## src/rtl/cache_mem_arbiter.sv

```systemverilog
// rtl/cache_mem_arbiter.sv - icache/dcache refill arbiter onto a single valid/ready memory channel
module cache_mem_arbiter #(
    parameter int LINE_W     = 128,
    parameter int ADDR_W     = 32,
    parameter int STARVE_MAX = 4
) (
    input  logic              clk_i,
    input  logic              rst_ni,
    input  logic              ic_req_i,
    input  logic [ADDR_W-1:0] ic_addr_i,
    output logic              ic_ack_o,
    output logic [LINE_W-1:0] ic_rdata_o,
    input  logic              dc_req_i,
    input  logic              dc_we_i,
    input  logic [ADDR_W-1:0] dc_addr_i,
    input  logic [LINE_W-1:0] dc_wdata_i,
    output logic              dc_ack_o,
    output logic [LINE_W-1:0] dc_rdata_o,
    output logic              mem_valid_o,
    output logic              mem_we_o,
    output logic [ADDR_W-1:0] mem_addr_o,
    output logic [LINE_W-1:0] mem_wdata_o,
    input  logic              mem_ready_i,
    input  logic [LINE_W-1:0] mem_rdata_i,
    output logic              busy_o
);

    localparam int CNT_W = $clog2(STARVE_MAX + 1);
    localparam logic [CNT_W-1:0] STARVE_LIM = CNT_W'(STARVE_MAX);

    typedef enum logic [1:0] {
        IDLE,
        XFER,
        RESP
    } state_t;

    state_t            state;
    state_t            state_nxt;
    logic              owner;
    logic [ADDR_W-1:0] addr_q;
    logic              we_q;
    logic [LINE_W-1:0] wdata_q;
    logic [LINE_W-1:0] ic_rdata_q;
    logic [LINE_W-1:0] dc_rdata_q;
    logic [CNT_W-1:0]  starve_cnt;
    logic              grant_dc;
    logic              grant_ic;

    always_ff @(posedge clk_i or negedge rst_ni) begin
        if (!rst_ni) begin
            state <= IDLE;
        end else begin
            state <= state_nxt;
        end
    end

    // dcache wins unless the icache is waiting and its patience has run out
    always_comb begin
        state_nxt = state;
        grant_dc  = 1'b0;
        grant_ic  = 1'b0;
        case (state)
            IDLE: begin
                if (dc_req_i && (!ic_req_i || starve_cnt < STARVE_LIM)) begin
                    grant_dc  = 1'b1;
                    state_nxt = XFER;
                end else if (ic_req_i) begin
                    grant_ic  = 1'b1;
                    state_nxt = XFER;
                end
            end
            XFER: begin
                if (mem_ready_i) begin
                    state_nxt = RESP;
                end
            end
            RESP: begin
                state_nxt = IDLE;
            end
            default: begin
                state_nxt = IDLE;
            end
        endcase
    end

    always_ff @(posedge clk_i or negedge rst_ni) begin
        if (!rst_ni) begin
            owner      <= 1'b0;
            addr_q     <= '0;
            we_q       <= 1'b0;
            wdata_q    <= '0;
            ic_rdata_q <= '0;
            dc_rdata_q <= '0;
            starve_cnt <= '0;
        end else begin
            if (grant_dc || grant_ic) begin
                owner   <= grant_dc;
                addr_q  <= grant_dc ? dc_addr_i : ic_addr_i;
                we_q    <= grant_dc & dc_we_i;
                wdata_q <= grant_dc ? dc_wdata_i : '0;
            end

            if (state == XFER && mem_ready_i && !we_q) begin
                if (owner) begin
                    dc_rdata_q <= mem_rdata_i;
                end else begin
                    ic_rdata_q <= mem_rdata_i;
                end
            end

            if (state == IDLE) begin
                if (grant_ic || !ic_req_i) begin
                    starve_cnt <= '0;
                end else if (grant_dc && starve_cnt < STARVE_LIM) begin
                    starve_cnt <= starve_cnt + CNT_W'(1);
                end
            end
        end
    end

    // Decoded straight from state so an async reset drops the request at once
    assign mem_valid_o = (state == XFER);
    assign mem_we_o    = (state == XFER) & we_q;
    assign mem_addr_o  = addr_q;
    assign mem_wdata_o = wdata_q;
    assign ic_ack_o    = (state == RESP) & ~owner;
    assign dc_ack_o    = (state == RESP) & owner;
    assign ic_rdata_o  = ic_rdata_q;
    assign dc_rdata_o  = dc_rdata_q;
    assign busy_o      = (state != IDLE);

endmodule

```

## config.mk

```make
export PLATFORM = sky130hd
export DESIGN_NAME = cache_mem_arbiter
export DESIGN_NICKNAME = d
export VERILOG_FILES = /design/src/rtl/cache_mem_arbiter.sv
export SDC_FILE = /design/constraint.sdc
export NUM_CORES = 1
export LEC_CHECK = 0
export BUFFER_PORTS_ARGS = -buffer_cell sky130_fd_sc_hd__buf_4
export CAP_MARGIN = 25
export CORE_AREA = 2 2 289 291
export CTS_BUF_LIST = sky130_fd_sc_hd__clkbuf_16
export CTS_CLUSTER_SIZE = 25
export DETAILED_ROUTE_END_ITERATION = 6
export DIE_AREA = 0 0 291 293
export PLACE_DENSITY = 0.38
export RECOVER_POWER = 25
export SYNTH_ARGS = -nofsm -noshare
export SYNTH_HDL_FRONTEND = slang
export SYNTH_SLANG_ARGS = --single-unit
```

## constraint.sdc

```tcl
create_clock -name clk_i -period 2.1 [get_ports clk_i]
set_input_delay 0.42 -clock clk_i [delete_from_list [all_inputs] [get_ports clk_i]]
set_output_delay 0.42 -clock clk_i [all_outputs]
set_load 0.03 [all_outputs]
```

-- Word level (Yosys, flattened, before mapping)
Index checks and enable logic that the tools add are counted.
- $add $sub $neg: 1
- $lt $le $gt $ge: 1
- eq/ne operators: 4
- multiplexer cells: 13
- bitwise gates (word level): 5
- reduce and logical (&&, ||, !) cells: 16
- operator list (operator ; count):
    128-bit 2-to-1 mux ; 1
    32-bit 2-to-1 mux ; 1
    2-bit AND reduction ; 4
    2-bit 2-to-1 mux ; 3
    3-bit 2-to-1 mux ; 2
    1-bit 2-to-1 mux ; 5
    1-bit bitwise AND ; 4
    1-bit logical AND ; 4
    2-bit one-hot mux with 2 select lines ; 1
    2-bit nonzero test ; 2
    3-bit by 1-bit adder with 3-bit output, second input constant ; 1
    1-bit logical OR ; 3
    3-bit < comparator, second input constant ; 1
    3-bit inequality test, second input constant ; 1
    2-bit by 1-bit equality test with 1-bit output, second input constant ; 1
    2-bit equality test, second input constant ; 1
    1-bit zero test ; 2
    2-bit zero test ; 1
    2-bit by 1-bit inequality test with 1-bit output, second input constant ; 1
    1-bit inverter ; 1
- register bits: 423
- input port bits: 326
- output and inout port bits: 421
- logic and storage cells: 48

-- Longest topological paths before layout
- depth after elaboration: 8
- depth in mapped cells: 6
- mapped depth without buffers: 4

-- Worst setup path after synthesis
No wires, ideal clock.
- path type: reg-to-reg
- start: register state[1]
- end: register ic_rdata_q[107] (netlist: ic_rdata_o[107])
- arrival time: 1.570 ns
- slack: 0.405 ns
- stages on the path, launching flop included: 6
- buffers on the path: 2
- cells stage by stage: dfrtp_1 and2b_4 and4bb_1 buf_4 buf_6 mux2_2
- cells in the longest elaborated chain, start to end: 4
- ends and longest elaborated chain (item ; line ; source):
    start, declared ; 37 ; state_t state;
    start signal, assigned ; 53 ; state <= state_nxt;
    2-bit by 1-bit equality test with 1-bit output ; n/a ;
    net mem_valid_o ; 19 ; output logic mem_valid_o,
    1-bit logical AND (2 in series) ; 103 ; if (state == XFER && mem_ready_i && !we_q) begin
    2-bit AND reduction (no line) ; n/a ;
    end signal, assigned ; 107 ; ic_rdata_q <= mem_rdata_i;
    end, declared ; 43 ; logic [LINE_W-1:0] ic_rdata_q;
The timed path passes the listed nets, and every way through them passes these cells.
A chain may end at the register's enable or synchronous reset.

-- Final worst setup path
- start: register state[0]
- end: output ic_ack_o
- cells in the longest elaborated chain, start to end: 2
- ends and longest elaborated chain (item ; line ; source):
    2-bit equality test ; 126 ; assign ic_ack_o = (state == RESP) & ~owner;
    1-bit bitwise AND ; 126 ;
    end, declared ; 11 ; output logic ic_ack_o,
Every way passes these cells.

==> insert_results.sql <==
INSERT INTO impl_metrics (metric_group, metric, value, unit) VALUES
('setup_path', 'r2r-start', 'state[0]$_DFFE_PN0P_', ''),
('synth', 'number_of_flops_mapped_to_enable_cells_by_yosys', '0', ''),
('sta', 'skew', '0.0181', 'ns'),
('synth', 'synth_top_cell_area_share', '66.9', '%'),
('grt', 'grt_max_degree', '81', ''),
('layout', 'post_route_cells_drive_above_1_share', '52.5', '%'),
('grt', 'vias_in_the_first_global_route', '13400', ''),
('setup_path', 'timing.critical_path.cells', 'nor3b_1 > buf_4', ''),
('sta', 'minimum_clock_period_after_layout', '1.97', 'ns'),
('setup_path', 'worst_setup_sp', 'state[0]$_DFFE_PN0P_', ''),
('cts', 'cts.path.max_buffers', '3', ''),
('setup_path', 'worst_setup_start_kind', 'flop', ''),
('sta', 'hold_violations', '0', ''),
('layout', 'area.growth.synth_to_final', '61.1', '%'),
('layout', 'finish.net_count', '2224', ''),
('synth', 'ys_ff_latch', '423', ''),
('synth', 'mappedNetlistNets', '1369', ''),
('drt', 'wl', '60.9', 'mm'),
('synth', 'synth_seq_area_share', '66.9', '%'),
('run_status', 'run_status', 'complete, no violations', ''),
('grt', 'grt_pass1_wl', '89.2', 'mm'),
('sta', 'worst_pin_slew', '1.01', 'ns'),
('power_and_ir_drop', 'power_per_cell_area', '1850', 'nW/um^2'),
('placement', 'dp_worst_setup_slack', '0.203', 'ns'),
('power_and_ir_drop', 'power', '0.0473', 'W'),
('flow_run', 'max_cap_violations', '0', ''),
('floorplan', 'io_pins', '747', ''),
('floorplan', 'dieWidth', '291', 'um'),
('synth', 'yosys_warnings', '0', ''),
('cts', 'cts-htree-levels', '2', ''),
('synth', 'synth.largest_area_cell', 'dfrtp_1', ''),
('layout', 'mostFrequentLayoutCells', 'buf_4 (769), dfrtp_1 (423), mux2_2 (146)', ''),
('sta', 'final_count_of_pins_violating_max_slew', '0', ''),
('placement', 'dp_hpwl', '46.4', 'mm'),
('drt', 'avgRoutedWirePerCell', '20.2', 'um'),
('sta', 'max-slew-margin-rel', '32.5', '%'),
('drt', 'detailedRoute.firstPassIterationCount', '4', ''),
('synth', 'netlist-cell-type-count', '32', ''),
('placement', 'global_placement_routability_congestion', '0.783', ''),
('synth', 'synth-async-reset-ratio', '100', '%'),
('sta', 'period_share', '93.9', '%'),
('power_and_ir_drop', 'power_leakage', '12.2', 'nW'),
('hold_path', 'holdPathStages', '2', ''),
('setup_path', 'critPathKind', 'flop to output port', ''),
('sta', 'setup_repair_after_global_routing_missed_its_margin', 'false', ''),
('synth', 'syn-instance-count', '1042', ''),
('floorplan', 'fp.coreArea', '81800', 'um^2'),
('cts', 'cts_tree', 'built', ''),
('sta', 'max_freq', '507', 'MHz'),
('setup_path', 'worstRegToRegCells', '5', ''),
('setup_path', 'reg2reg_to', 'ic_rdata_o[10]$_DFFE_PN0P_', ''),
('synth', 'ys_dominant_reg_cell', 'dfrtp_1', ''),
('drt', 'post_drt_via_cell_ratio', '4.08', ''),
('drt', 'routed-via-count', '12300', ''),
('setup_path', 'critPathSlowestCell', 'dfrtp_1', ''),
('setup_path', 'reg2reg_slack', '0.23', 'ns'),
('setup_path', 'critical_path_buf_inv_count', '1', ''),
('synth', 'yosys-top-cells-area', 'dfrtp_1 (67%), mux2_2 (10%), mux2_1 (7.8%)', ''),
('setup_path', 'setup.worst_path.end_class', 'output port', ''),
('setup_path', 'worst-endpoint-arrival', '1.55', 'ns'),
('setup_path', 'required', '1.68', 'ns'),
('power_and_ir_drop', 'peak_vdd_ir', '796', 'uV'),
('drt', 'drt-initial-drc-count', '466', ''),
('setup_path', 'cp_max_fo', '4', ''),
('synth', 'synthesis.area', '15800', 'um^2'),
('floorplan', 'placement_rows', '105', ''),
('sta', 'timing.hold.ws', '0.0498', 'ns'),
('setup_path', 'cp_num_cells', '2', ''),
('drt', 'drt_drc_violations_left', '0', ''),
('cts', 'clock-sinks', '423', ''),
('floorplan', 'starting_density_of_the_core', '19.3', '%');
repair_timing:
| item | in CTS | in global routing |
|---|---|---|
| gates resized for setup | 0 | 0 |
| hold buffers | 78 | 0 |
| setup endpoints to repair | 0 | 1 |
| endpoints found under the hold margin | 112 | 0 |
| setup buffers | 0 | 2 |
where the power goes:
group / switching, W / leakage, nW / internal (W) / total, W
clock network: 0.00359 / 0.882 / 0.00540 / 0.00900
logic: 0.0143 / 6.16 / 0.00937 / 0.0237
registers: 0.00230 / 5.16 / 0.0123 / 0.0146
total: 0.0202 / 12.2 / 0.0270 / 0.0473
Yosys cell counts (all sizes together) (2+ instances only):
master and n:
a21oi 32, a22o 129, a31oi 32, and2 3, buf 57, clkbuf 21, dfrtp 423, inv 2
mux2 256, nand2 37, nand3 33, nor2 2, o21ai 3
kinds of logic after synthesis:
kind of cell | count (synthesis) | synth area share (%)
buffers and inverters | 80 | 2.64
DFF | 423 | 66.9
and+or+nand+nor | 82 | 2.48
adders and majority gates | 1 | 0.0790
AOI/OAI and AO/OA | 200 | 9.71
muxes | 256 | 18.2
final cells by class:
cell class                      count  area (um^2)  share of cell area (%)
Clock inverter                     41          373                    1.46
Antenna cell                        4         10.0                  0.0393
Tap cell                         1070         1340                    5.25
Clock buffer                       53         1330                    5.20
Multi-Input combinational cell    539         4850                    19.0
Sequential cell                   423        10600                    41.5
Timing Repair Buffer              879         7010                    27.5
Inverter                            2         7.51                  0.0294
worst min-delay path by stage:
stage / start / to / slack, ns
after floorplan: rst_ni / dc_rdata_o[0]$_DFFE_PN0P_ / 0.12
after global placement: rst_ni / ic_rdata_o[19]$_DFFE_PN0P_ / 0.32
after detailed placement: rst_ni / ic_rdata_o[19]$_DFFE_PN0P_ / 0.32
after CTS: dc_wdata_i[29] / mem_wdata_o[29]$_DFFE_PN0P_ / 0.0001
after global routing: dc_we_i / we_q$_DFFE_PN0P_ / 0.01
final: mem_rdata_i[41] / ic_rdata_o[41]$_DFFE_PN0P_ / 0.05
per-layer routing:
metal  GRT usage [%]  vias to the layer above  wire length, um  part of all wire (%)
met4            5.42                        4             2300                   3.8
li1                -                     5528                -                     -
met3            5.11                      111             5090                   8.3
met5               0                        -               27                 0.044
met1            14.8                     6157            22200                    36
met2            24.5                      483            31300                    51
per-stage QoR:
stage | cell area, um^2 | utilization [%] | cells
3_3_place_gp | 23100 | 28.2 | 2833
2_1_floorplan | 15800 | - | 1042
5_1_grt | 25500 | 31.2 | 3011
6_report | 25500 | 31.2 | 3011
4_1_cts | 25600 | 31.2 | 3005
3_5_place_dp | 23100 | 28.2 | 2833
flip-flops by register name (all words and copies together) (netlist names):
| signal | flops |
|---|---|
| dc_rdata_o | 128 |
| ic_rdata_o | 128 |
| mem_addr_o | 32 |
| mem_wdata_o | 128 |
| owner | 1 |
| starve_cnt | 3 |
| state | 2 |
| we_q | 1 |
Power figures use the tool's default switching activity.
